[config.mk]
export PLATFORM = sky130hd
export DESIGN_NAME = mul_acc_iter_flat
export DESIGN_NICKNAME = d
export VERILOG_FILES = /design/src/rtl/mul_acc_iter_pkg.sv /design/src/rtl/mul_acc_iter_if.sv /design/src/rtl/mac_pp_gen.sv /design/src/rtl/mul_acc_iter.sv /design/src/flat_wrapper.sv
export SDC_FILE = /design/constraint.sdc
export NUM_CORES = 2
export LEC_CHECK = 0
export ABC_AREA = 1
export BUFFER_PORTS_ARGS = -buffer_cell sky130_fd_sc_hd__buf_4
export CAP_MARGIN = 20
export CORE_ASPECT_RATIO = 0.5
export CORE_UTILIZATION = 50
export CTS_CLUSTER_SIZE = 28
export DETAILED_ROUTE_END_ITERATION = 16
export PLACE_DENSITY = 0.71
export SYNTH_ARGS = -nofsm -noshare
export SYNTH_HDL_FRONTEND = slang
export SYNTH_SLANG_ARGS = --single-unit
export TNS_END_PERCENT = 20
[constraint.sdc]
create_clock -name clk -period 6.4 [get_ports clk]
set_clock_uncertainty 0.2 [all_clocks]
set_input_delay 0.64 -clock clk [delete_from_list [all_inputs] [get_ports clk]]
set_output_delay 0.64 -clock clk [all_outputs]
set_load 0.005 [all_outputs]
[src/rtl/mul_acc_iter_pkg.sv]
// +------------------------------------------------------------------------+
// | mul_acc_iter_pkg                                                       |
// | State, accumulate-mode and handshake codes for the iterative MAC unit. |
// | Rev 1.0 - initial release                                              |
// +------------------------------------------------------------------------+
`default_nettype none

package mul_acc_iter_pkg;

  typedef enum logic [1:0] {
    MAC_IDLE   = 2'd0,
    MAC_BUSY   = 2'd1,
    MAC_FINISH = 2'd2,
    MAC_DONE   = 2'd3
  } mac_state_e;

  localparam logic [1:0] ACC_NONE = 2'b00;
  localparam logic [1:0] ACC_ADD  = 2'b01;
  localparam logic [1:0] ACC_SUB  = 2'b10;
  localparam logic [1:0] ACC_RSVD = 2'b11;

  localparam logic MAC_START          = 1'b1;
  localparam logic MAC_STOP           = 1'b0;
  localparam logic MAC_RESULT_READY   = 1'b1;
  localparam logic MAC_RESULT_NOT_RDY = 1'b0;

  // The reserved encoding behaves as a plain multiply.
  function automatic logic [1:0] norm_acc_mode(input logic [1:0] mode);
    return (mode == ACC_RSVD) ? ACC_NONE : mode;
  endfunction

endpackage

`default_nettype wire

[src/rtl/mul_acc_iter_if.sv]
// +------------------------------------------------------------------------+
// | mul_acc_iter_if                                                        |
// | start/ready handshake and operand/result bus between EX and the MAC.   |
// | Rev 1.0 - initial release                                              |
// +------------------------------------------------------------------------+
`default_nettype none

interface mul_acc_iter_if #(
  parameter int WIDTH = 32
);
  logic                 start_i;
  logic                 annul_i;
  logic                 signed_i;
  logic [1:0]           acc_mode_i;
  logic [WIDTH-1:0]     opdata1_i;
  logic [WIDTH-1:0]     opdata2_i;
  logic [2*WIDTH-1:0]   hilo_i;
  logic [2*WIDTH-1:0]   result_o;
  logic                 ready_o;
  logic                 busy_o;

  modport master (
    output start_i, annul_i, signed_i, acc_mode_i, opdata1_i, opdata2_i, hilo_i,
    input  result_o, ready_o, busy_o
  );

  modport slave (
    input  start_i, annul_i, signed_i, acc_mode_i, opdata1_i, opdata2_i, hilo_i,
    output result_o, ready_o, busy_o
  );
endinterface

`default_nettype wire

[src/rtl/mac_pp_gen.sv]
// +------------------------------------------------------------------------+
// | mac_pp_gen                                                             |
// | WIDTH x BPC partial product, zero-extended to 2*WIDTH.                 |
// | Rev 1.0 - initial release                                              |
// +------------------------------------------------------------------------+
`default_nettype none

module mac_pp_gen #(
  parameter int WIDTH = 32,
  parameter int BPC   = 8
) (
  input  wire logic [WIDTH-1:0]   mcand_i,
  input  wire logic [BPC-1:0]     chunk_i,
  output logic      [2*WIDTH-1:0] pp_o
);

  assign pp_o = (2*WIDTH)'(mcand_i) * (2*WIDTH)'(chunk_i);

endmodule

`default_nettype wire

[src/rtl/mul_acc_iter.sv]
// +------------------------------------------------------------------------+
// | mul_acc_iter                                                           |
// | Iterative signed/unsigned multiply and multiply-accumulate, BPC bits   |
// | per cycle. Optional MULACC_EARLY_OUT_EN ends BUSY once the remaining   |
// | multiplier is zero.                                                    |
// | Rev 1.0 - initial release                                              |
// +------------------------------------------------------------------------+
`default_nettype none

module mul_acc_iter
  import mul_acc_iter_pkg::*;
#(
  parameter int WIDTH = 32,
  parameter int BPC   = 8
) (
  input  wire logic       clk,
  input  wire logic       rst,
  mul_acc_iter_if.slave   bus
);

  localparam int N      = WIDTH / BPC;
  localparam int STEP_W = $clog2(N + 1);
  localparam logic [STEP_W-1:0] LAST_STEP = STEP_W'(N - 1);

  if (WIDTH % BPC != 0) begin : g_cfg_check
    $error("mul_acc_iter: WIDTH must be a multiple of BPC");
  end

  mac_state_e           state_q,   state_d;
  logic [WIDTH-1:0]     mcand_q,   mcand_d;
  logic [WIDTH-1:0]     mplier_q,  mplier_d;
  logic                 neg_q,     neg_d;
  logic [1:0]           acc_q,     acc_d;
  logic [2*WIDTH-1:0]   hilo_q,    hilo_d;
  logic [2*WIDTH-1:0]   partial_q, partial_d;
  logic [STEP_W-1:0]    step_q,    step_d;
  logic [2*WIDTH-1:0]   result_q,  result_d;
  logic [2*WIDTH-1:0]   res_out_q, res_out_d;
  logic                 ready_q,   ready_d;
  logic                 busy_q,    busy_d;

  logic [2*WIDTH-1:0]   pp;
  logic [2*WIDTH-1:0]   prod;
  logic [WIDTH-1:0]     mag1;
  logic [WIDTH-1:0]     mag2;
  logic [WIDTH-1:0]     mplier_next;
  logic                 last_step;

  mac_pp_gen #(
    .WIDTH (WIDTH),
    .BPC   (BPC)
  ) u_pp_gen (
    .mcand_i (mcand_q),
    .chunk_i (mplier_q[BPC-1:0]),
    .pp_o    (pp)
  );

  // W-bit magnitudes: negating the most negative value yields 2^(W-1) unsigned.
  assign mag1 = (bus.signed_i && bus.opdata1_i[WIDTH-1]) ? -bus.opdata1_i : bus.opdata1_i;
  assign mag2 = (bus.signed_i && bus.opdata2_i[WIDTH-1]) ? -bus.opdata2_i : bus.opdata2_i;

  assign mplier_next = mplier_q >> BPC;
  assign prod        = neg_q ? -partial_q : partial_q;

`ifdef MULACC_EARLY_OUT_EN
  assign last_step = (step_q == LAST_STEP) || (mplier_next == '0);
`else
  assign last_step = (step_q == LAST_STEP);
`endif

  always_comb begin
    state_d   = state_q;
    mcand_d   = mcand_q;
    mplier_d  = mplier_q;
    neg_d     = neg_q;
    acc_d     = acc_q;
    hilo_d    = hilo_q;
    partial_d = partial_q;
    step_d    = step_q;
    result_d  = result_q;

    if (bus.annul_i) begin
      state_d = MAC_IDLE;
    end else begin
      case (state_q)
        MAC_IDLE: begin
          if (bus.start_i == MAC_START) begin
            mcand_d   = mag1;
            mplier_d  = mag2;
            neg_d     = bus.signed_i && (bus.opdata1_i[WIDTH-1] ^ bus.opdata2_i[WIDTH-1]);
            acc_d     = norm_acc_mode(bus.acc_mode_i);
            hilo_d    = bus.hilo_i;
            partial_d = '0;
            step_d    = '0;
            state_d   = MAC_BUSY;
          end
        end
        MAC_BUSY: begin
          partial_d = partial_q + (pp << (int'(step_q) * BPC));
          mplier_d  = mplier_next;
          step_d    = step_q + STEP_W'(1);
          if (last_step) state_d = MAC_FINISH;
        end
        MAC_FINISH: begin
          case (acc_q)
            ACC_ADD: result_d = hilo_q + prod;
            ACC_SUB: result_d = hilo_q - prod;
            default: result_d = prod;
          endcase
          state_d = MAC_DONE;
        end
        MAC_DONE: begin
          if (bus.start_i == MAC_STOP) state_d = MAC_IDLE;
        end
        default: state_d = MAC_IDLE;
      endcase
    end

    // Result is presented one edge after DONE is reached, and only while DONE holds.
    ready_d   = (state_q == MAC_DONE && state_d == MAC_DONE) ? MAC_RESULT_READY : MAC_RESULT_NOT_RDY;
    res_out_d = ready_d ? result_q : '0;
    busy_d    = (state_d == MAC_BUSY) || (state_d == MAC_FINISH);
  end

  always_ff @(posedge clk) begin
    if (rst) begin
      state_q   <= MAC_IDLE;
      mcand_q   <= '0;
      mplier_q  <= '0;
      neg_q     <= 1'b0;
      acc_q     <= ACC_NONE;
      hilo_q    <= '0;
      partial_q <= '0;
      step_q    <= '0;
      result_q  <= '0;
      res_out_q <= '0;
      ready_q   <= MAC_RESULT_NOT_RDY;
      busy_q    <= 1'b0;
    end else begin
      state_q   <= state_d;
      mcand_q   <= mcand_d;
      mplier_q  <= mplier_d;
      neg_q     <= neg_d;
      acc_q     <= acc_d;
      hilo_q    <= hilo_d;
      partial_q <= partial_d;
      step_q    <= step_d;
      result_q  <= result_d;
      res_out_q <= res_out_d;
      ready_q   <= ready_d;
      busy_q    <= busy_d;
    end
  end

  assign bus.result_o = res_out_q;
  assign bus.ready_o  = ready_q;
  assign bus.busy_o   = busy_q;

endmodule

`default_nettype wire
[src/flat_wrapper.sv]
// flat-port wrapper written by rule: the top's interface ports become plain ports
module mul_acc_iter_flat import mul_acc_iter_pkg::*;
#(
  parameter int WIDTH = 32,
  parameter int BPC   = 8
)
  (clk, rst, bus_start_i, bus_annul_i, bus_signed_i, bus_acc_mode_i, bus_opdata1_i, bus_opdata2_i, bus_hilo_i, bus_result_o, bus_ready_o, bus_busy_o);
  mul_acc_iter_if #(.WIDTH(WIDTH)) bus_i ();
  input  wire logic clk;
  input  wire logic rst;
  input wire logic [$bits(bus_i.start_i)-1:0] bus_start_i;
  input wire logic [$bits(bus_i.annul_i)-1:0] bus_annul_i;
  input wire logic [$bits(bus_i.signed_i)-1:0] bus_signed_i;
  input wire logic [$bits(bus_i.acc_mode_i)-1:0] bus_acc_mode_i;
  input wire logic [$bits(bus_i.opdata1_i)-1:0] bus_opdata1_i;
  input wire logic [$bits(bus_i.opdata2_i)-1:0] bus_opdata2_i;
  input wire logic [$bits(bus_i.hilo_i)-1:0] bus_hilo_i;
  output wire logic [$bits(bus_i.result_o)-1:0] bus_result_o;
  output wire logic [$bits(bus_i.ready_o)-1:0] bus_ready_o;
  output wire logic [$bits(bus_i.busy_o)-1:0] bus_busy_o;
  assign bus_i.start_i = bus_start_i;
  assign bus_i.annul_i = bus_annul_i;
  assign bus_i.signed_i = bus_signed_i;
  assign bus_i.acc_mode_i = bus_acc_mode_i;
  assign bus_i.opdata1_i = bus_opdata1_i;
  assign bus_i.opdata2_i = bus_opdata2_i;
  assign bus_i.hilo_i = bus_hilo_i;
  assign bus_result_o = bus_i.result_o;
  assign bus_ready_o = bus_i.ready_o;
  assign bus_busy_o = bus_i.busy_o;
  mul_acc_iter #(.WIDTH(WIDTH), .BPC(BPC)) u_core (.clk(clk), .rst(rst), .bus(bus_i));
endmodule
* Word level (Yosys, flattened, before mapping) *
Cells that the tools add are included.

operators by class
  shift operators = 1
  $mul = 1
  bitwise operators = 3
  add/sub/neg operators = 7
  eq/ne operators = 11
  reductions and logical operators = 11
  multiplexer cells = 17

operators by type and width
  operator                                       count
  one-hot mux 64 bit (2 select lines)            2
  adder 64 bit                                   2
  two-way mux 64 bit                             2
  two-way mux 32 bit                             3
  negator 32 bit                                 2
  negator 64 bit                                 1
  one-hot mux 32 bit (2 select lines)            1
  << shifter 40 x 6 -> 64 bit                    1
  subtractor 64 bit                              1
  multiplier 32 x 8 -> 40 bit                    1
  == test 2 bit, second input constant           6
  two-way mux 2 bit                              5
  one-hot mux 2 bit (4 select lines)             1
  == test 2 x 1 -> 1 bit, second input constant  3
  one-hot mux 3 bit (2 select lines)             1
  AND reduction 3 bit                            2
  logical AND 1 bit                              4
  adder 3 x 1 -> 3 bit, second input constant    1
  == test 3 x 2 -> 1 bit, second input constant  1
  two-way mux 3 bit                              1
  zero test 2 bit                                1
  inequality test 2 bit, second input constant   1
  inverter 1 bit                                 2
  AND reduction 2 bit                            1
  5 further kinds                                5

storage, ports and cells
  output and inout port bits = 66
  bits in registers = 330
  input port bits = 135
  word-level logic and storage cells = 63

* Longest topological paths before layout *
  depth after elaboration = 9
  depth in mapped cells = 49

* Hierarchy *
Synthesis repeated with hierarchy kept, for this count alone.

second synthesis, totals
  cells, all modules = 5932
  area total of the unflattened synthesis = 36348.6 um^2

by module, submodules not included
  module        times used  area an instance (um^2)  cells each
  mul_acc_iter  1           26973.4                  4474
  mac_pp_gen    1           9375.2                   1458

* Worst setup path before layout *
Ideal clock, no wire load.

  kind = register to register
  start point = register u_core.mplier_q[7]
  end point = register u_core.partial_q[57]
  slack = -0.577 ns
  arrival = 6.645 ns
  library setup time = 0.132 ns
  data required time = 6.068 ns
  cell stages (with the launch flop) = 43
  cell sequence = dfxtp_1 -> clkbuf_1 -> clkbuf_1 -> nand2_1 -> fa_1 -> fa_1 -> inv_1 -> fa_1 -> inv_1 -> fa_1 -> inv_1 -> ha_1 -> nand2_1 -> o21ai_0 -> a21boi_1 -> o21bai_1 -> nand2_1 -> nand2_1 -> (+7 left out) -> nand2_1 -> nand3_1 -> nand2_1 -> inv_1 -> ha_1 -> nand2_1 -> nor2_1 -> inv_1 -> nor4_1 -> nand3_1 -> nand3_1 -> nand2_1 -> o211ai_1 -> nand2_1 -> o211ai_1 -> a21boi_0 -> o21ai_0 -> a21oi_1

on the way
  longest elaborated chain between the ends = 4

RTL lines
  element                              line                 text
  start, declared                      mul_acc_iter.sv:31   logic [WIDTH-1:0] mplier_q, mplier_d;
  start signal, assigned               mul_acc_iter.sv:142  mplier_q <= mplier_d;
  multiplier 32 x 8 -> 40 bit          mac_pp_gen.sv:17     assign pp_o = (2*WIDTH)'(mcand_i) * (2*WIDTH)'(chunk_i);
  << shifter 40 x 6 -> 64 bit          mul_acc_iter.sv:99   partial_d = partial_q + (pp << (int'(step_q) * BPC));
  adder 64 bit                         mul_acc_iter.sv:99
  one-hot mux 64 bit (2 select lines)  mul_acc_iter.sv:85   case (state_q)
  end signal, assigned                 mul_acc_iter.sv:146  partial_q <= partial_d;
  end, declared                        mul_acc_iter.sv:35   logic [2*WIDTH-1:0] partial_q, partial_d;

Every way passes these cells.
A chain may end at the register's enable or synchronous reset.

* Final worst setup path *
  start point = register u_core.mplier_q[7]
  end point = register u_core.partial_q[52]

Same word-level chain as after synthesis.

==> flow_summary.toml <==
[die]
initial_core_util_pct = 50.9
die-area_um2 = 71800
io_pins = 201
num_rows = 68
coreArea_um2 = 69400
chipWidth_um = 378
die_y_um = 190

[synthesis]
synth_edf_count = 0
ys_ff_latch = 330
syn_inst = 5679
muxShareOfSynthArea_pct = 0.0849
ys_async_sr_fraction_pct = 0
synth_ff_type = "dfxtp_1"
yosys_warnings = 0
synth_compound_area_share_pct = 18.1
synth_xor_area_share_pct = 3.79
synth_cell_types = 61
synth_top_family_by_area = "simple AND/OR/NAND/NOR gates"
syn_nets = 6194
yosysSeqAreaShare_pct = 18.7
synth_simple_gate_area_share_pct = 29.4
synthAdderAreaFrac_pct = 17.3
syn_avg_cell_area_um2 = 6.23
synthesis.area_um2 = 35400

[power]
power_density_nw_per_um2 = 171
cellLeakagePower_nw = 23.3
internal-power_mw = 4.63
combPwrFrac_pct = 40.0
swShare_pct = 39.6
seq_power_share_pct = 28.6
p_sw_mw = 3.03
peakVddDrop_mv = 0.213
clkPwrFrac_pct = 31.4

[clocking]
clk_latency_ns = 0.62
root_buffer = "clkbuf_16"
clockBufferDepth = 3
path_clk_slew_ns = 0.07
cts_sinks = 330
cts_buffers = 36
cts_tree = "built"
cts_htree_levels = 2

[sta]
period_minus_slack_ns = 7.10
hold_viol = 0
post-route-period-util_pct = 111
timing.fmax_ghz = 0.141
slew_headroom_pct = 30.4
finalSetupViolCount = 46
timing.final.ws_setup_ns = -0.699
rsz0062_at_grt = "yes"
tightest_slew_ns = 1.04
drv_slew = 0

[layout]
drive_gt1_share_pct = 20.3
layout_commonest_cell = "nand2_1"
layout_common_cells = "nand2_1 (1,224), inv_1 (929), buf_4 (733), nor2_1 (677), a21oi_1 (400)"
final_nets = 6771
syn_to_final_growth_pct = 26.5
stdcell_count = 7226

[global_route]
met2_usage_pct = 59.8
grt-ovfl-total = 0
grtUsageMet1_pct = 48.9
antenna_found_initial = 3
use_met3_pct = 5.72
grt_pass1_vias = 37300
track_usage_pct = 36.5
grt_max_degree = 85
grt_pass1_wl_mm = 205
grt.busiest_layer = "met2"

[worst_setup_path]
cp-start-kind = "register"
worst_ep_required_time_ns = 6.74
critical_path_arrival_ns = 7.44
cp_max_fo = 7
critPathMaxStageDelay_ns = 0.56
critPathCaptureType = "register"
cpMaxStageDelayCell = "fa_1"
path_class = "reg -> reg"
crit_top_cell = "nand2_1"

[flow_run]
maxCapViolations = 0

[placed_design]
dpl.cell_count = 7128
post-place-ws_ns = -1.04
io_buffers = 200
dpl.hpwl_mm = 107
place_congestion = 1.02

[routing]
drc = 0
vias = 39500
dr.first_iter.drc_count = 3477
avgViaCountPerCell = 5.47
post_drt_wl_per_cell_um = 18.5
antenna_left = 0
drt_first_pass_iters = 5
routed_wl_mm = 134

[run_status]
outcome = "finished, violations left"
violations = "setup timing"

[hold_path]
hp-class = "in -> reg"
## what timing repair did
action                                  4_1_cts  5_1_grt
hold buffers                                  0        0
pin swaps                                    82       46
endpoints found under the setup margin       50       54
resized for setup                           174      180
endpoints found under the hold margin         0        0
gates cloned                                  1        0
setup buffers                                29        4
## path summary, 6_finish.rpt
| kind | start | end | slack, ns | cells after the start |
|---|---|---|---|---|
| hold / removal | bus_hilo_i[57] | u_core.hilo_q[57] | 0.1 | 3 |
| setup reg to reg | u_core.mplier_q[7] | u_core.partial_q[52] | -0.70 | 47 |
| hold reg to reg | u_core.result_q[37] | u_core.bus.result_o[37] | 0.22 | 2 |
| setup / recovery | u_core.mplier_q[7] | u_core.partial_q[52] | -0.70 | 47 |
## power groups by stage
stage	combinational, mW	sequential, mW	clock (mW)
global route	3.34	2.20	2.51
finish	3.07	2.19	2.40
CTS	2.95	2.19	2.43
detailed placement	2.87	2.24	0
global placement	2.83	2.23	0
floorplan	1.90	2.19	0
## critical path, delay by kind of cell, from the launching register on
family / cells / cell delay (ns)
adder cells (fa/ha/maj): 6 / 2.54
AND/OR/NAND/NOR: 24 / 2.00
flip-flops: 1 / 0.36
AO/OA/AOI/OAI: 7 / 1.02
buffers and inverters: 10 / 0.94
## synth_stat cells, drive strengths merged (23+ instances only)
master  count  area share (%)
ha        198             7.0
nor2      755             8.5
or2        45            0.80
nand3     241             3.5
nor3       56            0.82
nand3b     23            0.49
o211ai     42            0.89
fa        182              10
nor4       24            0.46
a21o       24            0.51
clkbuf    195             2.1
a21oi     458             6.5
inv       962              10
nand2    1287              14
xnor2      44             1.1
dfxtp     330              19
xor2      108             2.7
buf        23            0.31
o21ai     424             6.0
nand4      47            0.91
a31oi      65             1.2
a21boi     39            0.83
## layer usage
| metal | up-vias | share of wire (%) | routed length [µm] |
|---|---|---|---|
| met2 | 1548 | 45 | 59900 |
| met3 | 248 | 8.0 | 10700 |
| met5 | - | 0.0090 | 12 |
| li1 | 19200 | - | - |
| met1 | 18500 | 43 | 58000 |
| met4 | 2 | 3.7 | 4910 |
## per-stage QoR
step           hold slack (ns)  instance area [µm²]  power (mW)  utilization, %  TNS [ns]
3_5_place_dp             0.213                41800        5.11            60.2    -33.30
5_1_grt                 0.0973                44700        8.05            64.4    -39.85
3_3_place_gp             0.212                41800        5.07            60.2    -30.50
4_1_cts                 0.0709                44000        7.57            63.4    -21.08
6_report                0.0962                44700        7.66            64.4    -21.94
2_1_floorplan            0.205                36000        4.09               -   -0.0179
## cells by family after synthesis
| logic type | Yosys count |
|---|---|
| adders and majority gates | 380 |
| DFF | 330 |
| AOI/OAI and AO/OA | 1149 |
| and+or+nand+nor | 2481 |
| buffers and inverters | 1184 |
| muxes | 3 |
| xor gates and xnor gates | 152 |
## flip-flops by register name, summed over array words and instances, names as in the netlist
register and flops:
u_core.bus.ready_o 1, u_core.bus.busy_o 1, u_core.hilo_q 64, u_core.state_q 2, u_core.result_q 64, u_core.partial_q 64, u_core.acc_q 2, u_core.neg_q 1
u_core.mcand_q 32, u_core.bus.result_o 64, u_core.step_q 3, u_core.mplier_q 32
## layout make-up
class / instances / area (µm²)
repair buffers: 757 / 5940
clock buffers: 47 / 1040
diodes: 1 / 2.50
clock inverters: 15 / 249
multi-input cells: 4165 / 26000
fillers: 6457 / 24700
well taps: 945 / 1180
flip-flops and latches: 330 / 6630
inverters: 966 / 3630
No activity file was read; power rests on OpenSTA's default activity.
